## src/rtl/spi_regbank_pkg.sv

```systemverilog
// Shared types and helpers for the SPI set/clear register bank.
package spi_regbank_pkg;

  localparam int unsigned SC_MAX_W = 32;
  localparam logic [SC_MAX_W-1:0] SOFT_RST_ONES = '1;

  typedef enum logic [1:0] {
    ST_IDLE   = 2'd0,
    ST_ADDR   = 2'd1,
    ST_DATA   = 2'd2,
    ST_COMMIT = 2'd3
  } state_e;

  function automatic int unsigned frame_w(input int unsigned addr_w, input int unsigned reg_w);
    return addr_w + 2 * reg_w;
  endfunction

  // Soft-reset lives at the all-ones address of an addr_w-bit field.
  function automatic logic [SC_MAX_W-1:0] soft_rst_addr(input int unsigned addr_w);
    return SOFT_RST_ONES >> (SC_MAX_W - addr_w);
  endfunction

  // set-only sets, clear-only clears, both toggles, neither holds.
  function automatic logic [SC_MAX_W-1:0] sc_update(input logic [SC_MAX_W-1:0] x,
                                                    input logic [SC_MAX_W-1:0] s,
                                                    input logic [SC_MAX_W-1:0] c);
    return ((x | (s & ~c)) & ~(c & ~s)) ^ (s & c);
  endfunction

endpackage

```

## src/rtl/spi_regbank_sc_if.sv

```systemverilog
// SPI pin bundle between a bus master and the register bank.
interface spi_regbank_sc_if;
  logic spi_clk;
  logic spi_cs;
  logic spi_mosi;
  logic spi_miso;

  modport master (output spi_clk, output spi_cs, output spi_mosi, input spi_miso);
  modport slave  (input spi_clk, input spi_cs, input spi_mosi, output spi_miso);
endinterface

```

## src/rtl/spi_sync_edge.sv

```systemverilog
// Two-flop synchronizer plus one edge-detect flop; rise/fall are single-clk pulses.
module spi_sync_edge (
  input  logic clk,
  input  logic rst_n,
  input  logic d_i,
  output logic rise_c_o,
  output logic fall_c_o
);

  logic [2:0] sync_q;

  always_ff @(posedge clk or negedge rst_n) begin
    if (!rst_n) sync_q <= '0;
    else        sync_q <= {sync_q[1:0], d_i};
  end

  assign rise_c_o =  sync_q[1] & ~sync_q[2];
  assign fall_c_o = ~sync_q[1] &  sync_q[2];

endmodule

```

## src/rtl/spi_regbank_sc.sv

```systemverilog
// SPI slave register bank with per-bit set/clear/toggle writes and readback,
// all pins oversampled in clk. Optional watchdog: SPI_REGBANK_WDOG_EN.
module spi_regbank_sc
  import spi_regbank_pkg::*;
#(
  parameter int unsigned            ADDR_W      = 8,
  parameter int unsigned            REG_W       = 4,
  parameter int unsigned            NREG        = 16,
  parameter logic [NREG*REG_W-1:0]  RESET_VAL   = '0,
  parameter logic [23:0]            WDOG_CYCLES = 24'd12_000_000
) (
  input  logic                   clk,
  input  logic                   rst_n,
  spi_regbank_sc_if.slave        spi,
  output logic [NREG*REG_W-1:0]  reg_out,
  output logic                   frame_done,
  output logic                   frame_err,
  output logic                   wdog_trip
);

  localparam int unsigned FRAME_W = frame_w(ADDR_W, REG_W);
  localparam int unsigned DATA_W  = 2 * REG_W;
  localparam int unsigned CNT_W   = $clog2(FRAME_W + 2);
  localparam logic [ADDR_W-1:0] SOFT_RST_ADDR = ADDR_W'(soft_rst_addr(ADDR_W));

  typedef logic [NREG-1:0][REG_W-1:0] regs_t;

  logic sclk_rise_c, sclk_fall_c, cs_rise_c, cs_fall_c;
  logic [1:0] mosi_sync_q;
  logic       mosi_s;

  state_e             state_q, state_d;
  logic [CNT_W-1:0]   cnt_q, cnt_d;
  logic [FRAME_W-1:0] sh_in_q, sh_in_d;
  logic [DATA_W-1:0]  sh_out_q, sh_out_d;
  logic               miso_q, miso_d;
  logic               done_q, done_d;
  logic               err_q, err_d;
  regs_t              regs_q, regs_d, regs_in;
  logic               commit_ok_c;
  logic [ADDR_W-1:0]  rd_addr, wr_addr;
  logic [REG_W-1:0]   rd_val, wr_set, wr_clr;

  spi_sync_edge u_sclk_sync (.clk(clk), .rst_n(rst_n), .d_i(spi.spi_clk),
                             .rise_c_o(sclk_rise_c), .fall_c_o(sclk_fall_c));
  spi_sync_edge u_cs_sync   (.clk(clk), .rst_n(rst_n), .d_i(spi.spi_cs),
                             .rise_c_o(cs_rise_c), .fall_c_o(cs_fall_c));

  assign mosi_s = mosi_sync_q[1];

  // Readback lookup for the address completing on the current sclk rise.
  always_comb begin
    rd_addr = {sh_in_q[ADDR_W-2:0], mosi_s};
    rd_val  = '0;
    for (int unsigned k = 0; k < NREG; k++) begin
      if (rd_addr == ADDR_W'(k)) rd_val = regs_q[k];
    end
  end

  assign wr_addr     = sh_in_q[FRAME_W-1 -: ADDR_W];
  assign wr_clr      = sh_in_q[DATA_W-1 -: REG_W];
  assign wr_set      = sh_in_q[REG_W-1:0];
  assign commit_ok_c = (state_q == ST_COMMIT) && (cnt_q == CNT_W'(FRAME_W));

  always_comb begin
    state_d  = state_q;
    cnt_d    = cnt_q;
    sh_in_d  = sh_in_q;
    sh_out_d = sh_out_q;
    miso_d   = miso_q;
    done_d   = 1'b0;
    err_d    = 1'b0;
    regs_d   = regs_q;
    unique case (state_q)
      ST_IDLE: begin
        if (cs_fall_c) begin
          cnt_d    = '0;
          sh_in_d  = '0;
          sh_out_d = '0;
          miso_d   = 1'b0;
          state_d  = ST_ADDR;
        end
      end
      ST_ADDR: begin
        if (cs_rise_c) begin
          state_d = ST_COMMIT;
        end else if (sclk_rise_c) begin
          sh_in_d = {sh_in_q[FRAME_W-2:0], mosi_s};
          cnt_d   = cnt_q + CNT_W'(1);
          if (cnt_q == CNT_W'(ADDR_W - 1)) begin
            sh_out_d = {REG_W'(0), rd_val};
            state_d  = ST_DATA;
          end
        end
      end
      ST_DATA: begin
        if (cs_rise_c) begin
          state_d = ST_COMMIT;
        end else begin
          if (sclk_rise_c) begin
            sh_in_d = {sh_in_q[FRAME_W-2:0], mosi_s};
            if (cnt_q != CNT_W'(FRAME_W + 1)) cnt_d = cnt_q + CNT_W'(1);
          end
          if (sclk_fall_c) begin
            miso_d   = sh_out_q[DATA_W-1];
            sh_out_d = {sh_out_q[DATA_W-2:0], 1'b0};
          end
        end
      end
      ST_COMMIT: begin
        miso_d  = 1'b0;
        state_d = ST_IDLE;
        done_d  = commit_ok_c;
        err_d   = !commit_ok_c;
        if (commit_ok_c) begin
          if (wr_addr == SOFT_RST_ADDR) begin
            regs_d = regs_t'(RESET_VAL);
          end else begin
            for (int unsigned k = 0; k < NREG; k++) begin
              if (wr_addr == ADDR_W'(k))
                regs_d[k] = REG_W'(sc_update(SC_MAX_W'(regs_q[k]), SC_MAX_W'(wr_set),
                                             SC_MAX_W'(wr_clr)));
            end
          end
        end
      end
    endcase
  end

`ifdef SPI_REGBANK_WDOG_EN
  localparam logic [23:0] WDOG_LIM = WDOG_CYCLES - 24'd1;

  logic [23:0] wdog_cnt_q, wdog_cnt_d;
  logic        trip_q, trip_d;
  logic        wdog_fire_c;

  // A committed frame always wins over a simultaneous timeout.
  assign wdog_fire_c = (wdog_cnt_q == WDOG_LIM) && !commit_ok_c;

  always_comb begin
    wdog_cnt_d = wdog_cnt_q;
    trip_d     = trip_q;
    if (commit_ok_c) begin
      wdog_cnt_d = '0;
      trip_d     = 1'b0;
    end else if (wdog_cnt_q == WDOG_LIM) begin
      trip_d = 1'b1;
    end else begin
      wdog_cnt_d = wdog_cnt_q + 24'd1;
    end
  end

  always_ff @(posedge clk or negedge rst_n) begin
    if (!rst_n) begin
      wdog_cnt_q <= '0;
      trip_q     <= 1'b0;
    end else begin
      wdog_cnt_q <= wdog_cnt_d;
      trip_q     <= trip_d;
    end
  end

  assign regs_in   = wdog_fire_c ? regs_t'(RESET_VAL) : regs_d;
  assign wdog_trip = trip_q;
`else
  assign regs_in   = regs_d;
  // Timeout value only matters when the watchdog is built in.
  assign wdog_trip = 1'b0 & (|WDOG_CYCLES);
`endif

  always_ff @(posedge clk or negedge rst_n) begin
    if (!rst_n) begin
      mosi_sync_q <= '0;
      state_q     <= ST_IDLE;
      cnt_q       <= '0;
      sh_in_q     <= '0;
      sh_out_q    <= '0;
      miso_q      <= 1'b0;
      done_q      <= 1'b0;
      err_q       <= 1'b0;
      regs_q      <= regs_t'(RESET_VAL);
    end else begin
      mosi_sync_q <= {mosi_sync_q[0], spi.spi_mosi};
      state_q     <= state_d;
      cnt_q       <= cnt_d;
      sh_in_q     <= sh_in_d;
      sh_out_q    <= sh_out_d;
      miso_q      <= miso_d;
      done_q      <= done_d;
      err_q       <= err_d;
      regs_q      <= regs_in;
    end
  end

  assign spi.spi_miso = miso_q;
  assign reg_out      = regs_q;
  assign frame_done   = done_q;
  assign frame_err    = err_q;

endmodule

```

## src/flat_wrapper.sv

```systemverilog
// flat-port wrapper written by rule: the top's interface ports become plain ports
module spi_regbank_sc_flat import spi_regbank_pkg::*;
#(
  parameter int unsigned            ADDR_W      = 8,
  parameter int unsigned            REG_W       = 4,
  parameter int unsigned            NREG        = 16,
  parameter logic [NREG*REG_W-1:0]  RESET_VAL   = '0,
  parameter logic [23:0]            WDOG_CYCLES = 24'd12_000_000
)
  (clk, rst_n, reg_out, frame_done, frame_err, wdog_trip, spi_spi_clk, spi_spi_cs, spi_spi_mosi, spi_spi_miso);
  spi_regbank_sc_if spi_i ();
  input  logic clk;
  input  logic rst_n;
  output logic [NREG*REG_W-1:0] reg_out;
  output logic frame_done;
  output logic frame_err;
  output logic wdog_trip;
  input wire logic [$bits(spi_i.spi_clk)-1:0] spi_spi_clk;
  input wire logic [$bits(spi_i.spi_cs)-1:0] spi_spi_cs;
  input wire logic [$bits(spi_i.spi_mosi)-1:0] spi_spi_mosi;
  output wire logic [$bits(spi_i.spi_miso)-1:0] spi_spi_miso;
  assign spi_i.spi_clk = spi_spi_clk;
  assign spi_i.spi_cs = spi_spi_cs;
  assign spi_i.spi_mosi = spi_spi_mosi;
  assign spi_spi_miso = spi_i.spi_miso;
  spi_regbank_sc #(.ADDR_W(ADDR_W), .REG_W(REG_W), .NREG(NREG), .RESET_VAL(RESET_VAL), .WDOG_CYCLES(WDOG_CYCLES)) u_core (.clk(clk), .rst_n(rst_n), .spi(spi_i), .reg_out(reg_out), .frame_done(frame_done), .frame_err(frame_err), .wdog_trip(wdog_trip));
endmodule
```

## config.mk

```make
export PLATFORM = sky130hd
export DESIGN_NAME = spi_regbank_sc_flat
export DESIGN_NICKNAME = d
export VERILOG_FILES = /design/src/rtl/spi_regbank_pkg.sv /design/src/rtl/spi_regbank_sc_if.sv /design/src/rtl/spi_sync_edge.sv /design/src/rtl/spi_regbank_sc.sv /design/src/flat_wrapper.sv
export SDC_FILE = /design/constraint.sdc
export NUM_CORES = 1
export LEC_CHECK = 0
export BUFFER_PORTS_ARGS = -buffer_cell sky130_fd_sc_hd__buf_4
export CELL_PAD_IN_SITES_DETAIL_PLACEMENT = 1
export CELL_PAD_IN_SITES_GLOBAL_PLACEMENT = 2
export CORE_ASPECT_RATIO = 1.5
export CORE_MARGIN = 1.5
export CORE_UTILIZATION = 29
export DETAILED_ROUTE_END_ITERATION = 10
export PLACE_DENSITY_LB_ADDON = 0.1
export SLEW_MARGIN = 20
export SYNTH_ARGS = -nofsm -noshare
export SYNTH_HDL_FRONTEND = slang
export SYNTH_SLANG_ARGS = --single-unit
```

## constraint.sdc

```tcl
create_clock -name clk -period 4.43 [get_ports clk]
set_input_delay 0.2215 -clock clk [delete_from_list [all_inputs] [get_ports clk]]
set_output_delay 0.2215 -clock clk [all_outputs]
set_load 0.02 [all_outputs]
```

* Yosys cells after proc, flatten, opt, wreduce, memory -nomap -nowiden
Index checks and enable logic that the tools add are counted.
W data, S select, Z words.
** Word-level totals
- Register bits :: 106
- Latch bits :: 0
- Bits in writable memories :: 0
- Memory bits (read-only) :: 0
- Input port bits :: 5
- Output and inout port bits :: 68
- Logic and storage cells :: 248
- Memories :: 0
** Operators by class
- Add/subtract/negate cells :: 1
- Multipliers :: 0
- Divide/modulo/power cells :: 0
- Order comparisons :: 0
- Equal/unequal tests :: 50
- Shift operators :: 0
- Mux-type cells :: 63
- Bitwise operators :: 62
- Reductions and logical operators :: 46
** Operators by type and width (number)
- $eq A8 B4 Y1 const B :: 16
- $mux W4 :: 32
- $and A4 B4 Y4 :: 19
- $eq A8 B3 Y1 const B :: 8
- $mux W64 :: 1
- $or A4 B4 Y4 :: 16
- $xor A4 B4 Y4 :: 16
- $mux W16 :: 3
- $mux W8 :: 6
- $reduce_and A3 Y1 :: 16
- $reduce_bool A2 Y1 :: 17
- $eq A8 B2 Y1 const B :: 4
- $pmux W16 S2 :: 1
- $mux W5 :: 6
- $pmux W8 S3 :: 1
- $eq A8 B1 Y1 const B :: 2
- $logic_not A8 Y1 :: 2
- $ne A2 B1 Y1 const B :: 8
- $pmux W5 S3 :: 1
- $reduce_and A7 Y1 :: 2
- $not A4 Y4 :: 3
- $reduce_and A4 Y1 :: 3
- $mux W2 :: 5
- $eq A8 B8 Y1 const B :: 1
- 18 further kinds :: 33

* Logic depth before layout (Yosys ltp)
- Word-level depth :: 21
- Gate-level depth with buffers :: 9
- Depth with buffers taken out :: 9

* Hierarchy
A second synthesis with hierarchy kept.
** Unflattened totals
- Cells, all modules :: 568
- Area, all modules :: 5445.2 um^2
** By module, submodules not included
- spi_regbank_sc :: instances 1, cells each 558, area each 5265.0 um^2
- spi_sync_edge :: instances 2, cells each 5, area each 90.1 um^2

* Worst setup path before layout
Ideal clock, no wire load.
- Path kind :: flip-flop to flip-flop
- Start point :: register u_core.state_q[0]
- End point :: register u_core.sh_in_q[0]
- Library setup time :: 0.083 ns
- Arrival :: 2.003 ns
- Path slack :: 2.345 ns
- Cell stages (with the launch flop) :: 9
- Buffers on the path :: 2
- Period minus slack after synthesis :: 2.085 ns
- Cell sequence :: dfrtp_1 > inv_1 > ha_1 > clkbuf_1 > inv_1 > o32ai_1 > clkbuf_1 > nand3_1 > o21ai_0
** On the way
- Longest elaborated chain between the ends :: 4
- Elaborated cells between the ends (all ways) :: 10
- Those cells by class :: eq/ne (5); mux (1); reduce/logical (4)
** RTL lines
- from (decl) :: RTL line spi_regbank_sc.sv:32 : state_e state_q, state_d;
- from (signal assigned) :: RTL line spi_regbank_sc.sv:184 : state_q <= state_d;
- $eq A2 B1 Y1 / $eq A2 B2 Y1 (equally long branches) :: RTL line spi_regbank_sc.sv:74 : unique case (state_q)
- $reduce_or A2 Y1 (no source line)
- $ne A2 B1 Y1 (no source line) (tied with other cells)
- $reduce_and A4 Y1 (no source line)
- to (signal assigned) :: RTL line spi_regbank_sc.sv:186 : sh_in_q <= sh_in_d;
- to (decl) :: RTL line spi_regbank_sc.sv:34 : logic [FRAME_W-1:0] sh_in_q, sh_in_d;
Parallel ways exist; a longest one is shown, timed or not.
A chain may end at the register's enable or synchronous reset.

* Final worst setup path
- Start point :: register u_core.state_q[0]
- End point :: register u_core.sh_out_q[2]
** On the way
- Longest elaborated chain between the ends :: 3
- Elaborated cells between the ends (all ways) :: 12
- Those cells by class :: eq/ne (8); mux (1); reduce/logical (3)
** RTL lines
- $eq A2 B1 Y1 (tied with other cells) :: RTL line spi_regbank_sc.sv:74
- $ne A2 B1 Y1 (no source line) (tied with other cells)
- $reduce_and A7 Y1 (no source line)
- to (signal assigned) :: RTL line spi_regbank_sc.sv:187 : sh_out_q <= sh_out_d;
- to (decl) :: RTL line spi_regbank_sc.sv:35 : logic [DATA_W-1:0] sh_out_q, sh_out_d;
Parallel ways exist; a longest one is shown, timed or not.

==> impl_metrics.env <==
export IMPL_ys_seq_elements=106
export IMPL_crit_family="simple AND/OR/NAND/NOR gates"
export IMPL_cts_sinks=106
export IMPL_final_area_um2=6730
export IMPL_netlist_area_um2=5560
export IMPL_async_flop_share_pct=100
export IMPL_rows=61
export IMPL_finalCritPeriodShare_pct=63.4
export IMPL_ys_flop_type="dfrtp_1"
export IMPL_die_w_um=116
export IMPL_ys_warn_count=0
export IMPL_skew_ns=0.0108
export IMPL_clk_pin_slew_ns=0.06
export IMPL_grt_use_total_pct=21.9
export IMPL_setup_worst_path_start_class="flip-flop"
export IMPL_hold_path_class="reg -> reg"
export IMPL_antenna_found_initial=0
export IMPL_hold_viol_final=0
export IMPL_fin_util_pct=36.0
export IMPL_layout_drive_gt1_share_pct=17.5
export IMPL_drv_slew=0
export IMPL_clock_root_buffer="clkbuf_16"
export IMPL_cp_data_required_time_ns=4.68
export IMPL_switching_power_mw=1.21
export IMPL_cp_cell_sequence="inv_1 -> ha_1 -> a21oi_1 -> o21ai_0 -> nand4bb_1 -> nor3_1 -> o21ai_0 -> o221ai_1"
export IMPL_insertion_delay_ns=0.36
export IMPL_worstPathArrival_ns=3.06
export IMPL_wl_per_cell_um=22.4
export IMPL_finalCriticalPeriod_ns=2.81
export IMPL_detail_route_antenna_nets=0
export IMPL_p_per_area_nw_per_um2=460
export IMPL_internal_power_mw=1.88
export IMPL_routed_wl_um=21200
export IMPL_ys_seq_area_share_pct=47.7
export IMPL_io_pin_count=73
export IMPL_hpwl_um=15000
export IMPL_switching_share_pct=39.1
export IMPL_pwr_share_comb_pct=35.1
export IMPL_critical_path_class="reg -> reg"
export IMPL_crit_slowest_cell="nand4bb_1"
export IMPL_worst_pin_slew_ns=1.04
export IMPL_syn_nets=642
export IMPL_coreArea_um2=18700
export IMPL_first_global_vias=5438
export IMPL_cp_num_buf_inv=1
export IMPL_viasPerCell=5.42
export IMPL_setup_slack_ns=1.62
export IMPL_vias=5120
export IMPL_grt_pass1_wl_um=33000
export IMPL_gr_total_overflow=0
export IMPL_postSynthAreaPerCell_um2=8.83
export IMPL_fmax_ghz=0.356
export IMPL_netlist_instances=630
export IMPL_cts_tree="built"
export IMPL_gp_congestion=0.826
export IMPL_critPathCaptureType="flip-flop"
export IMPL_synth_edf_count=0
export IMPL_io_buffers=71
export IMPL_initial_core_util_pct=29.7
export IMPL_crit_fanout=16
export IMPL_layout_nets=702
export IMPL_dieArea_um2=20000
export IMPL_p_leak_nw=2.82
export IMPL_drc_errors=0
export IMPL_cts_max_level=3
export IMPL_antennaDiodeCount=0
export IMPL_first_pass_iters=4
export IMPL_whs_ns=0.347
export IMPL_rsz0062_at_grt="no"
export IMPL_drt_initial_drc_count=303
export IMPL_ir_worst_vdd_mv=0.239
export IMPL_clockPowerShare_pct=29.5
export IMPL_cts_setup_buffers=0
export IMPL_slowest_delay_ns=0.63
export IMPL_placed_area_um2=6360
export IMPL_drv_cap=0
export IMPL_synth_cell_types=56
export IMPL_cts_made_buffers=9
export IMPL_setup_tns_ns=0
export IMPL_setup_viol=0
export IMPL_grt_max_degree=77
export IMPL_cts_path_max_buffers=2
export IMPL_area_growth_pct=21.0
export IMPL_die_height_um=173
export IMPL_status="finished clean"
export IMPL_cp_common_cell="o21ai_0"
export IMPL_sequentialPowerShare_pct=35.4
export IMPL_relSlewSlack_pct=30.3
export IMPL_cts_resized=0
export IMPL_dpl_worst_slack_ns=1.45
## power by group through the flow
stage / Clock (mW) / Sequential [mW] / Combinational (mW)
2_1_floorplan: 0 / 1.09 / 0.739
3_3_place_gp: 0 / 1.11 / 1.07
3_5_place_dp: 0 / 1.11 / 1.09
4_1_cts: 0.943 / 1.09 / 1.10
5_1_grt: 0.970 / 1.11 / 1.19
6_report: 0.911 / 1.10 / 1.09
## routing by layer
layer	wire (um)	global-route usage, %	vias to the layer above
met1	9200	27.8	2593
met5	0	0	-
met3	472	2.87	23
li1	-	-	2413
met2	11000	38.0	91
met4	506	7.22	0
## layout by cell type, fill, tap and decap left out, drive strengths merged, types with 5 or more instances in the layout
cell and count:
nand3 30, nor2b 5, nand2 45, nand2b 7, nor3 18, nor4 9, a31oi 42, ha 7
mux2i 9, dfrtp 106, o21ai 55, inv 29, nor2 63, nand4 8, a21oi 106, buf 81
clkbuf 11
## synth_stat cells (7+ instances only)
cell type	instances	area, um2
nand3_1	30	150
nor3_2	12	120
nand2b_1	7	43.8
a31oi_1	42	263
ha_1	7	87.6
dfrtp_1	106	2650
o21ai_0	53	265
inv_1	29	109
a21oi_1	106	531
nor4_1	7	43.8
clkbuf_1	27	101
buf_2	8	40.0
nand4_1	8	50.1
nor2_1	61	229
mux2i_1	9	90.1
nand2_1	44	165
## area by class of cell
cell class / count / area (um2)
timing repair buffer: 85 / 664
inverter: 29 / 109
sequential: 106 / 2650
tap: 252 / 315
fill: 2180 / 12000
clock buffer: 11 / 233
multi-input combinational: 459 / 2660
clock inverter: 3 / 90.1
## kinds of logic (layout without fill, tap and decap cells)
kind of cell	Yosys count	after routing	share of synthesized area, %
AOI/OAI and AO/OA	240	240	24.9
and+or+nand+nor	201	201	19.3
DFF	106	106	47.7
buffers and inverters	65	128	4.64
muxes	10	10	1.82
adders and majority gates	7	7	1.58
other	1	1	0.0674
## sequential cells by signal, indices dropped and copies added, names as in the netlist
signal	count
u_core.reg_out	64
u_core.sh_in_q	16
u_core.sh_out_q	8
u_core.cnt_q	5
u_core.u_cs_sync.sync_q	3
u_core.u_sclk_sync.sync_q	3
u_core.mosi_sync_q	2
u_core.state_q	2
u_core.frame_done	1
u_core.frame_err	1
u_core.spi.spi_miso	1
## final timing paths
kind                            slack, ns                          from                           end  cells past startpoint
worst min-delay path                 0.35  u_core.u_sclk_sync.sync_q[0]  u_core.u_sclk_sync.sync_q[1]                      0
worst max register to register       1.62             u_core.state_q[0]            u_core.sh_out_q[2]                      8
max in group asynchronous            3.01                         rst_n            u_core.sh_out_q[6]                      3
worst min register to register       0.35  u_core.u_sclk_sync.sync_q[0]  u_core.u_sclk_sync.sync_q[1]                      0
min in group asynchronous            0.48                         rst_n               u_core.cnt_q[2]                      2
worst max-delay path                 1.62             u_core.state_q[0]            u_core.sh_out_q[2]                      8
## what timing repair did
item | in CTS | in global routing
endpoints found under the hold margin | 3 | 59
endpoints found under the setup margin | 0 | 0
hold buffers | 3 | 1
## per-stage QoR
stage | total power [mW] | instances
finish | 3.09 | 945
global route | 3.27 | 945
CTS | 3.14 | 944
detailed placement | 2.21 | 927
global placement | 2.18 | 927
floorplan | 1.83 | 630
Power figures use the tool's default switching activity.
